File: config.mk
export PLATFORM = sky130hd
export DESIGN_NAME = sys_bus_arbiter
export DESIGN_NICKNAME = d
export VERILOG_FILES = /design/src/rtl/sys_bus_pkg.sv /design/src/rtl/sys_bus_arbiter_rr_prio_pick.sv /design/src/rtl/sys_bus_arbiter.sv
export SDC_FILE = /design/constraint.sdc
export NUM_CORES = 1
export LEC_CHECK = 0
export ABC_CLOCK_PERIOD_IN_PS = 5680
export BUFFER_PORTS_ARGS = -buffer_cell sky130_fd_sc_hd__clkbuf_2
export CAP_MARGIN = 40
export CORE_AREA = 2 2 131 133
export DETAILED_ROUTE_END_ITERATION = 16
export DIE_AREA = 0 0 133 135
export HOLD_SLACK_MARGIN = 0.1
export PLACE_DENSITY = 0.42
export SLEW_MARGIN = 20
export SYNTH_ARGS = -nofsm -noshare
export SYNTH_HDL_FRONTEND = slang
export SYNTH_SLANG_ARGS = --single-unit
File: constraint.sdc
create_clock -name clk_i -period 5.68 [get_ports clk_i]
set_input_delay 0.284 -clock clk_i [delete_from_list [all_inputs] [get_ports clk_i]]
set_output_delay 0.284 -clock clk_i [all_outputs]
set_load 0.01 [all_outputs]
File: src/rtl/sys_bus_pkg.sv
// Shared system-bus definitions: direction encodings, arbiter state type and
// default bus widths used by the arbiter and the CPU bus interfaces.
package sys_bus_pkg;

    // Bus direction encoding on the rw lines
    localparam logic BUS_RD = 1'b1;
    localparam logic BUS_WR = 1'b0;

    // Default bus geometry
    localparam int unsigned MASTER_NUM_DEF    = 4;
    localparam int unsigned BUS_ADD_WIDTH_DEF = 30;
    localparam int unsigned BUS_DAT_WIDTH_DEF = 32;
    localparam int unsigned TIMEOUT_CYC_DEF   = 1024;

    // Arbiter ownership state
    typedef enum logic [0:0] {
        ARB_IDLE  = 1'b0,
        ARB_OWNED = 1'b1
    } arb_state_e;

endpackage

File: src/rtl/sys_bus_arbiter_rr_prio_pick.sv
// rr_prio_pick: combinational round-robin picker.
// Searches req upward from last+1 (wrapping) and returns the first requester.
// Ports:
//   req   - request vector (N bits)
//   last  - index of the previous winner; it gets lowest priority
//   grant - one-hot winner (zero when no request)
//   idx   - index of the winner (zero when no request)
//   valid - at least one request present
module rr_prio_pick #(
    parameter int unsigned N  = 4,
    parameter int unsigned IW = 2
) (
    input  logic [N-1:0]  req,
    input  logic [IW-1:0] last,
    output logic [N-1:0]  grant,
    output logic [IW-1:0] idx,
    output logic          valid
);

    // Walk the N positions after last; the first hit wins
    always_comb begin
        int unsigned pos;
        grant = '0;
        idx   = '0;
        valid = 1'b0;
        pos   = 0;
        for (int unsigned off = 1; off <= N; off++) begin
            pos = 32'(last) + off;
            if (pos >= N) begin
                pos = pos - N;
            end
            if (!valid && req[IW'(pos)]) begin
                valid             = 1'b1;
                idx               = IW'(pos);
                grant[IW'(pos)]   = 1'b1;
            end
        end
    end

endmodule

File: src/rtl/sys_bus_arbiter.sv
// sys_bus_arbiter: multi-master system-bus arbiter with round-robin priority.
// A registered one-hot grant is held until the owner drops its request, then
// re-arbitrated in the same edge (back-to-back handoff). The owner's address,
// strobe, direction and write data are multiplexed onto the slave-side bus.
// Optional grant-hold timeout enabled by macro SYS_BUS_ARB_TIMEOUT_EN.
// Ports:
//   clk_i, rst_n_i  - clock, asynchronous active-low reset
//   m_req_i         - per-master request
//   m_addr_i        - packed master addresses, master k at [k*AW +: AW]
//   m_as_i, m_rw_i  - per-master address strobe / direction (1=read)
//   m_wr_data_i     - packed master write data
//   m_grnt_o        - registered one-hot grant
//   s_addr_o, s_as_o, s_rw_o, s_wr_data_o - shared slave-side bus (combinational)
//   owner_o         - index of current/last owner
//   arb_err_o       - timeout revoke pulse (0 without the timeout feature)
module sys_bus_arbiter
    import sys_bus_pkg::*;
#(
    parameter int unsigned MASTER_NUM    = MASTER_NUM_DEF,
    parameter int unsigned BUS_ADD_WIDTH = BUS_ADD_WIDTH_DEF,
    parameter int unsigned BUS_DAT_WIDTH = BUS_DAT_WIDTH_DEF,
    parameter int unsigned TIMEOUT_CYC   = TIMEOUT_CYC_DEF
) (
    input  logic                                clk_i,
    input  logic                                rst_n_i,
    input  logic [MASTER_NUM-1:0]               m_req_i,
    input  logic [MASTER_NUM*BUS_ADD_WIDTH-1:0] m_addr_i,
    input  logic [MASTER_NUM-1:0]               m_as_i,
    input  logic [MASTER_NUM-1:0]               m_rw_i,
    input  logic [MASTER_NUM*BUS_DAT_WIDTH-1:0] m_wr_data_i,
    output logic [MASTER_NUM-1:0]               m_grnt_o,
    output logic [BUS_ADD_WIDTH-1:0]            s_addr_o,
    output logic                                s_as_o,
    output logic                                s_rw_o,
    output logic [BUS_DAT_WIDTH-1:0]            s_wr_data_o,
    output logic [$clog2(MASTER_NUM)-1:0]       owner_o,
    output logic                                arb_err_o
);

    localparam int unsigned IW = $clog2(MASTER_NUM);
    localparam int unsigned AW = BUS_ADD_WIDTH;
    localparam int unsigned DW = BUS_DAT_WIDTH;

    // Elaboration-time parameter sanity
    if (MASTER_NUM < 2 || MASTER_NUM > 8 || TIMEOUT_CYC < 2) begin : g_bad_param
        $error("sys_bus_arbiter: MASTER_NUM must be 2..8 and TIMEOUT_CYC >= 2");
    end

    arb_state_e            state_q, state_d;
    logic [MASTER_NUM-1:0] grnt_q,  grnt_d;
    logic [IW-1:0]         owner_q, owner_d;
    logic [IW-1:0]         last_q,  last_d;

    logic [MASTER_NUM-1:0] req_elig;
    logic [MASTER_NUM-1:0] pick_req;
    logic [MASTER_NUM-1:0] pick_grant;
    logic [IW-1:0]         pick_idx;
    logic                  pick_valid;
    logic                  owner_req;
    logic                  revoke;

`ifdef SYS_BUS_ARB_TIMEOUT_EN
    localparam int unsigned CNT_W = $clog2(TIMEOUT_CYC);

    logic [CNT_W-1:0]      cnt_q;
    logic [MASTER_NUM-1:0] mask_q;
    logic                  err_q;
    logic                  new_grant;

    // A revoked master stays masked until its request is seen low
    assign req_elig  = m_req_i & ~mask_q;
    assign revoke    = (state_q == ARB_OWNED) && owner_req &&
                       (cnt_q == CNT_W'(TIMEOUT_CYC - 1));
    // Owner is always excluded from re-arbitration, so any change is a new grant
    assign new_grant = (grnt_d != grnt_q) && (grnt_d != '0);

    // Hold counter, revoke mask and error pulse
    always_ff @(posedge clk_i or negedge rst_n_i) begin
        if (!rst_n_i) begin
            cnt_q  <= '0;
            mask_q <= '0;
            err_q  <= 1'b0;
        end else begin
            err_q  <= revoke;
            mask_q <= (mask_q & m_req_i) | (revoke ? grnt_q : '0);
            if (new_grant) begin
                cnt_q <= '0;
            end else if (state_q == ARB_OWNED) begin
                cnt_q <= cnt_q + CNT_W'(1);
            end
        end
    end

    assign arb_err_o = err_q;
`else
    assign req_elig  = m_req_i;
    assign revoke    = 1'b0;
    assign arb_err_o = 1'b0;
`endif

    assign owner_req = |(m_req_i & grnt_q);
    // The current owner (if any) never competes in its own release
    assign pick_req  = req_elig & ~grnt_q;

    rr_prio_pick #(
        .N  (MASTER_NUM),
        .IW (IW)
    ) u_pick (
        .req   (pick_req),
        .last  (last_q),
        .grant (pick_grant),
        .idx   (pick_idx),
        .valid (pick_valid)
    );

    // State and grant registers
    always_ff @(posedge clk_i or negedge rst_n_i) begin
        if (!rst_n_i) begin
            state_q <= ARB_IDLE;
            grnt_q  <= '0;
            owner_q <= '0;
            last_q  <= IW'(MASTER_NUM - 1);
        end else begin
            state_q <= state_d;
            grnt_q  <= grnt_d;
            owner_q <= owner_d;
            last_q  <= last_d;
        end
    end

    // Next-state: grant on request, hold while owner requests, re-arbitrate on release
    always_comb begin
        state_d = state_q;
        grnt_d  = grnt_q;
        owner_d = owner_q;
        last_d  = last_q;
        case (state_q)
            ARB_IDLE: begin
                if (pick_valid) begin
                    state_d = ARB_OWNED;
                    grnt_d  = pick_grant;
                    owner_d = pick_idx;
                    last_d  = pick_idx;
                end
            end
            ARB_OWNED: begin
                if (!owner_req || revoke) begin
                    if (pick_valid) begin
                        grnt_d  = pick_grant;
                        owner_d = pick_idx;
                        last_d  = pick_idx;
                    end else begin
                        state_d = ARB_IDLE;
                        grnt_d  = '0;
                    end
                end
            end
            default: begin
                state_d = ARB_IDLE;
                grnt_d  = '0;
            end
        endcase
    end

    // Slave-side mux: AND-OR select by the one-hot grant; idle bus when ungranted
    always_comb begin
        logic rw_sel;
        s_addr_o    = '0;
        s_wr_data_o = '0;
        s_as_o      = 1'b0;
        rw_sel      = BUS_RD;
        for (int unsigned k = 0; k < MASTER_NUM; k++) begin
            if (grnt_q[k]) begin
                s_addr_o    = m_addr_i[k*AW +: AW];
                s_wr_data_o = m_wr_data_i[k*DW +: DW];
                s_as_o      = m_as_i[k];
                rw_sel      = m_rw_i[k];
            end
        end
        s_rw_o = rw_sel;
    end

    assign m_grnt_o = grnt_q;
    assign owner_o  = owner_q;

endmodule
Word level (Yosys, flattened, before mapping)
Index checks and enable logic that the tools add are counted.

Flip-flop bits (word level): 9. Word-level logic and storage cells: 106. Output and inout bits: 71.

$lt $le $gt $ge: 12. Mux-type cells: 61. Bitwise operators: 7. $add $sub $neg: 8. Eq/ne operators: 2. Reductions and logical operators: 12.

Operator list (number): two-way mux 32 bit (4); two-way mux 30 bit (4); two-way mux 4 bit (7); two-way mux 2 bit (12); two-way mux 1 bit (22); less-than comparator 2 x 3 -> 1 bit (second input constant) (4); bitwise OR 4 bit (3); greater-or-equal comparator 3 bit (second input constant) (3); bitwise AND 4 bit (2); binary-select mux 1 bit (select 2 bit) (4); demux 1 bit (select 2 bit) (4); greater-or-equal comparator 2 x 1 -> 1 bit (second input constant) (4); one-hot mux 2 bit (2 select lines) (2); one-hot mux 4 bit (2 select lines) (1); subtractor 2 x 1 -> 2 bit (second input constant) (4); logical AND 1 bit (7); adder 2 x 2 -> 3 bit (second input constant) (2); adder 2 x 3 -> 4 bit (second input constant) (1); greater-or-equal comparator 4 x 3 -> 1 bit (second input constant) (1); inequality test 2 bit (second input constant) (2); NOT 4 bit (1); OR reduction 4 bit (1); adder 2 x 1 -> 3 bit (second input constant) (1); logical NOT 1 bit (3); 3 further kinds (3).

Logic depth before layout (Yosys ltp)
Word-level depth: 18. Depth in mapped cells: 7. Depth with buffers taken out: 6.

By module
From an unflattened synthesis, not the netlist that was laid out.

Cell total of the unflattened synthesis: 404. Area total of the unflattened synthesis: 2830.2 um^2.

Modules (own cells, without submodules): sys_bus_arbiter (times used 1, area an instance 2304.7 um^2, cells an instance 336); rr_prio_pick (times used 1, area an instance 525.5 um^2, cells an instance 68).

Worst setup path after synthesis
Ideal clock, no wire load.

Path type: register -> register. From: register last_q[0]. To: register grnt_q[0] (netlist: m_grnt_o[0]). Data required time: 5.554 ns. Setup slack: 3.359 ns. Buffers on the path: 1. Setup time: 0.126 ns. Data arrival time: 2.195 ns. Cell stages (with the launch flop): 8. Path through: dfstp_2 -> buf_4 -> inv_2 -> ha_1 -> mux4_2 -> a21oi_1 -> a221oi_1 -> a221o_1.

Word-level cells in the longest chain between the ends: 18.

Ends and longest elaborated chain: from (decl) (RTL line sys_bus_arbiter.sv:52) `logic [IW-1:0] last_q, last_d;`; from (signal assigned) (RTL line sys_bus_arbiter.sv:122) `last_q <= IW'(MASTER_NUM - 1);`; from (signal assigned) (RTL line sys_bus_arbiter.sv:127) `last_q <= last_d;`; branches (longest 18 deep; another with adder 2 x 1 -> 3 bit); to (signal assigned) (RTL line sys_bus_arbiter.sv:125) `grnt_q <= grnt_d;`; to (decl) (RTL line sys_bus_arbiter.sv:50) `logic [MASTER_NUM-1:0] grnt_q, grnt_d;`.

Several ways; the timed one is not identified. The select of a mux whose other input is x is not followed. A chain may end at the register's enable or synchronous reset.

Worst setup path in the final report
From: register grnt_q[2] (netlist: m_grnt_o[2]). To: output s_rw_o.

Word-level cells in the longest chain between the ends: 2.

Ends and longest elaborated chain: two-way mux 1 bit (2 in series) (RTL line sys_bus_arbiter.sv:173) `if (grnt_q[k]) begin`; to (decl) (RTL line sys_bus_arbiter.sv:34) `output logic s_rw_o,`.

Every way passes these cells.

==> results.md <==
- Global route total overflow: 0
- Commonest non-fill, non-tap cell in the layout: clkbuf_2
- Max Transition Viols Final: 0
- Hold WC Path Type: in2async
- Status: completed
- Gr usage total: 15.25%
- Die height: 135 um
- Fill count: 1899
- Synthesized flop and latch total: 9
- Core ar.: 16410 sq um
- Largest net degree at the start of global routing: 80
- Setup tns final: 0 ns
- Post-Route Skew: 0.002163 ns
- FF+latch area: 236.5 sq um
- Initial antenna violation count: 0
- Clk_lat worst skew: 0.23 ns
- Reg clk slew, reported paths: 0.04 ns
- TritonCTS clock tree: done
- Synth warn: 0
- I/O pin cnt: 333
- Final #Nets: 1023
- Arrival time at the worst endpoint: 2.54 ns
- Clk Tree Root Cell: clkbuf_16
- Routed WL: 15060 um
- Sequential area share after synthesis: 8.438%
- Vias in the first global route: 4049
- Drt initial violations: 291
- Dpl hpwl: 12070 um
- Final hold vios: 0
- Routed Antenna Nets: 0
- Cts bufs inserted: 3
- Drt drc: 0
- Maximum VDD drop: 0.0002145 V
- Number of flops mapped to enable cells by yosys: 0
- Crit Path Class: reg2out
- Final setup fails: 0
- Critical Path RT: 5.40 ns
- Drt first pass iters: 4
- Syn Nets: 730
- First-pass GRT wire length: 22310 um
- Die X: 133 um
- Min Hold Slack: 0.4381 ns
- Post-CTS setup buffers: 0
- DR vias/cell: 4.492
- Crit Path Max Fanout: 74
- Most frequent cells in the layout: 331 x clkbuf_2, 71 x a21oi_1, 68 x nand2_1
- Top_reg_cell synth: dfrtp_1
- H-tree Lvls: 1
- Drt wl/cell: 15.49 um
- Layout cell share with drive strength beyond 1: 47.47%
- DR vias: 4366
- Clk buf depth: 2
- Die Area: 17960 sq um
- Slew margin rel.: 46.93%
- Avg Inst Size Synth: 5.867 sq um
- Area of the multi-input gates: 2230 sq um
- Final min period: 2.820 ns
- Clock sinks: 9
- Final period util: 49.65%
- Area grow syn2layout: 69.77%
- Pre-CTS worst setup slack: 3.004 ns
- Worst-margin pin slew: 0.7961 ns
- Synth Instances: 460
- RSZ-0062 raised after global routing: no
- Type of destination of the critical path: primary output
- CP startpoint kind: register
- N_diodes: 0
- Setup ws final: 2.860 ns
- Final core occ: 27.93%
- Peak Freq: 354.6 MHz
- Cell Area, Synth: 2699 sq um
- Post-synth ARST share: 100.0%
- LEAKAGE: 2.357 nW
- Power Density: 457.5 nW/um^2
- Post-synth cell types: 42
- Max-cap viol count: 0
- Row cnt: 47
- Placer congestion estimate: 0.8216
- Port bufs: 331
- Initial Util: 16.45%
[final timing paths]
path                                          from  slack, ns  cells past startpoint                      end
setup / recovery           m_grnt_o[2]$_DFFE_PN0P_       2.86                      5                   s_rw_o
max in group asynchronous                  rst_n_i       4.98                      2    last_q[0]$_DFFE_PN1P_
hold / removal                             rst_n_i       0.44                      2   owner_o[1]$_DFFE_PN0P_
hold reg to reg             owner_o[0]$_DFFE_PN0P_       0.50                      2   owner_o[0]$_DFFE_PN0P_
setup reg to reg             last_q[0]$_DFFE_PN1P_       3.14                      6  m_grnt_o[3]$_DFFE_PN0P_
min in group clk_i          owner_o[0]$_DFFE_PN0P_       0.50                      2   owner_o[0]$_DFFE_PN0P_
[repair_timing]
action                    4_1_cts  5_1_grt
gates resized for setup         0        0
hold buffers                    1        0
hold endpoints to repair        7        0
[metrics by stage]
step | cells | cell area [sq um] | power [mW]
5_1_grt | 972 | 4582 | 2.333
6_report | 972 | 4582 | 2.096
3_3_place_gp | 966 | 4466 | 1.986
3_5_place_dp | 967 | 4493 | 1.994
4_1_cts | 972 | 4582 | 2.127
2_1_floorplan | 460 | 2699 | 1.352
[synth_stat cells (3+ instances only)]
library cell,n,area [sq um]
a221oi_1,5,43.79
nor2b_1,5,31.28
nor2_1,66,247.7
buf_1,14,52.55
o211ai_1,4,30.03
ha_1,8,100.1
buf_2,4,20.02
a221o_1,4,40.04
dfrtp_1,7,175.2
nand4_1,3,18.77
nand2_1,68,255.2
a21oi_1,71,355.3
mux4_2,3,67.56
clkbuf_1,27,101.4
a22oi_1,63,473.0
nand2b_1,4,25.02
inv_1,8,30.03
o21ai_0,65,325.3
[routing by layer]
metal / share of wire, % / global-route usage (%)
met1: 41 / 19.15
met2: 51 / 28.21
met3: 7.1 / 2.853
met4: 0.70 / 1.135
met5: 0 / 0
[power breakdown]
group / leakage, nW / total [mW] / switching, mW / internal (mW)
combinational: 2.22 / 1.71 / 1.00 / 0.711
sequential: 0.101 / 0.258 / 0.151 / 0.107
clock: 0.0382 / 0.123 / 0.0296 / 0.0937
total: 2.36 / 2.10 / 1.18 / 0.911
[kinds of logic after synthesis]
family | synth area share [%]
XOR/XNOR | 0.6492
AND/OR/NAND/NOR | 23.23
flip-flops | 8.438
adder cells (fa/ha/maj) | 3.709
multiplexers | 3.291
other | 0.1389
buffers and inverters | 9.226
AO/OA/AOI/OAI | 51.32
[critical path, stage by stage, from the launching register on]
cell and delay [ns]:
dfrtp_4 0.92, buf_4 0.63, a221oi_1 0.10, a211oi_1 0.41, a21oi_1 0.07, clkbuf_2 0.16
[cell type report]
class                      instances  area share, %
clock buffer                       4          1.720
sequential                         9          5.161
timing repair buffer             337          37.63
tap                              220          6.008
multi-input combinational        392          48.66
inverter                          10         0.8192
[state kept, by name, indices dropped and copies added, names as in the netlist]
name      count
m_grnt_o      4
last_q        2
owner_o       2
state_q       1
(Power assumes the default switching activity.)
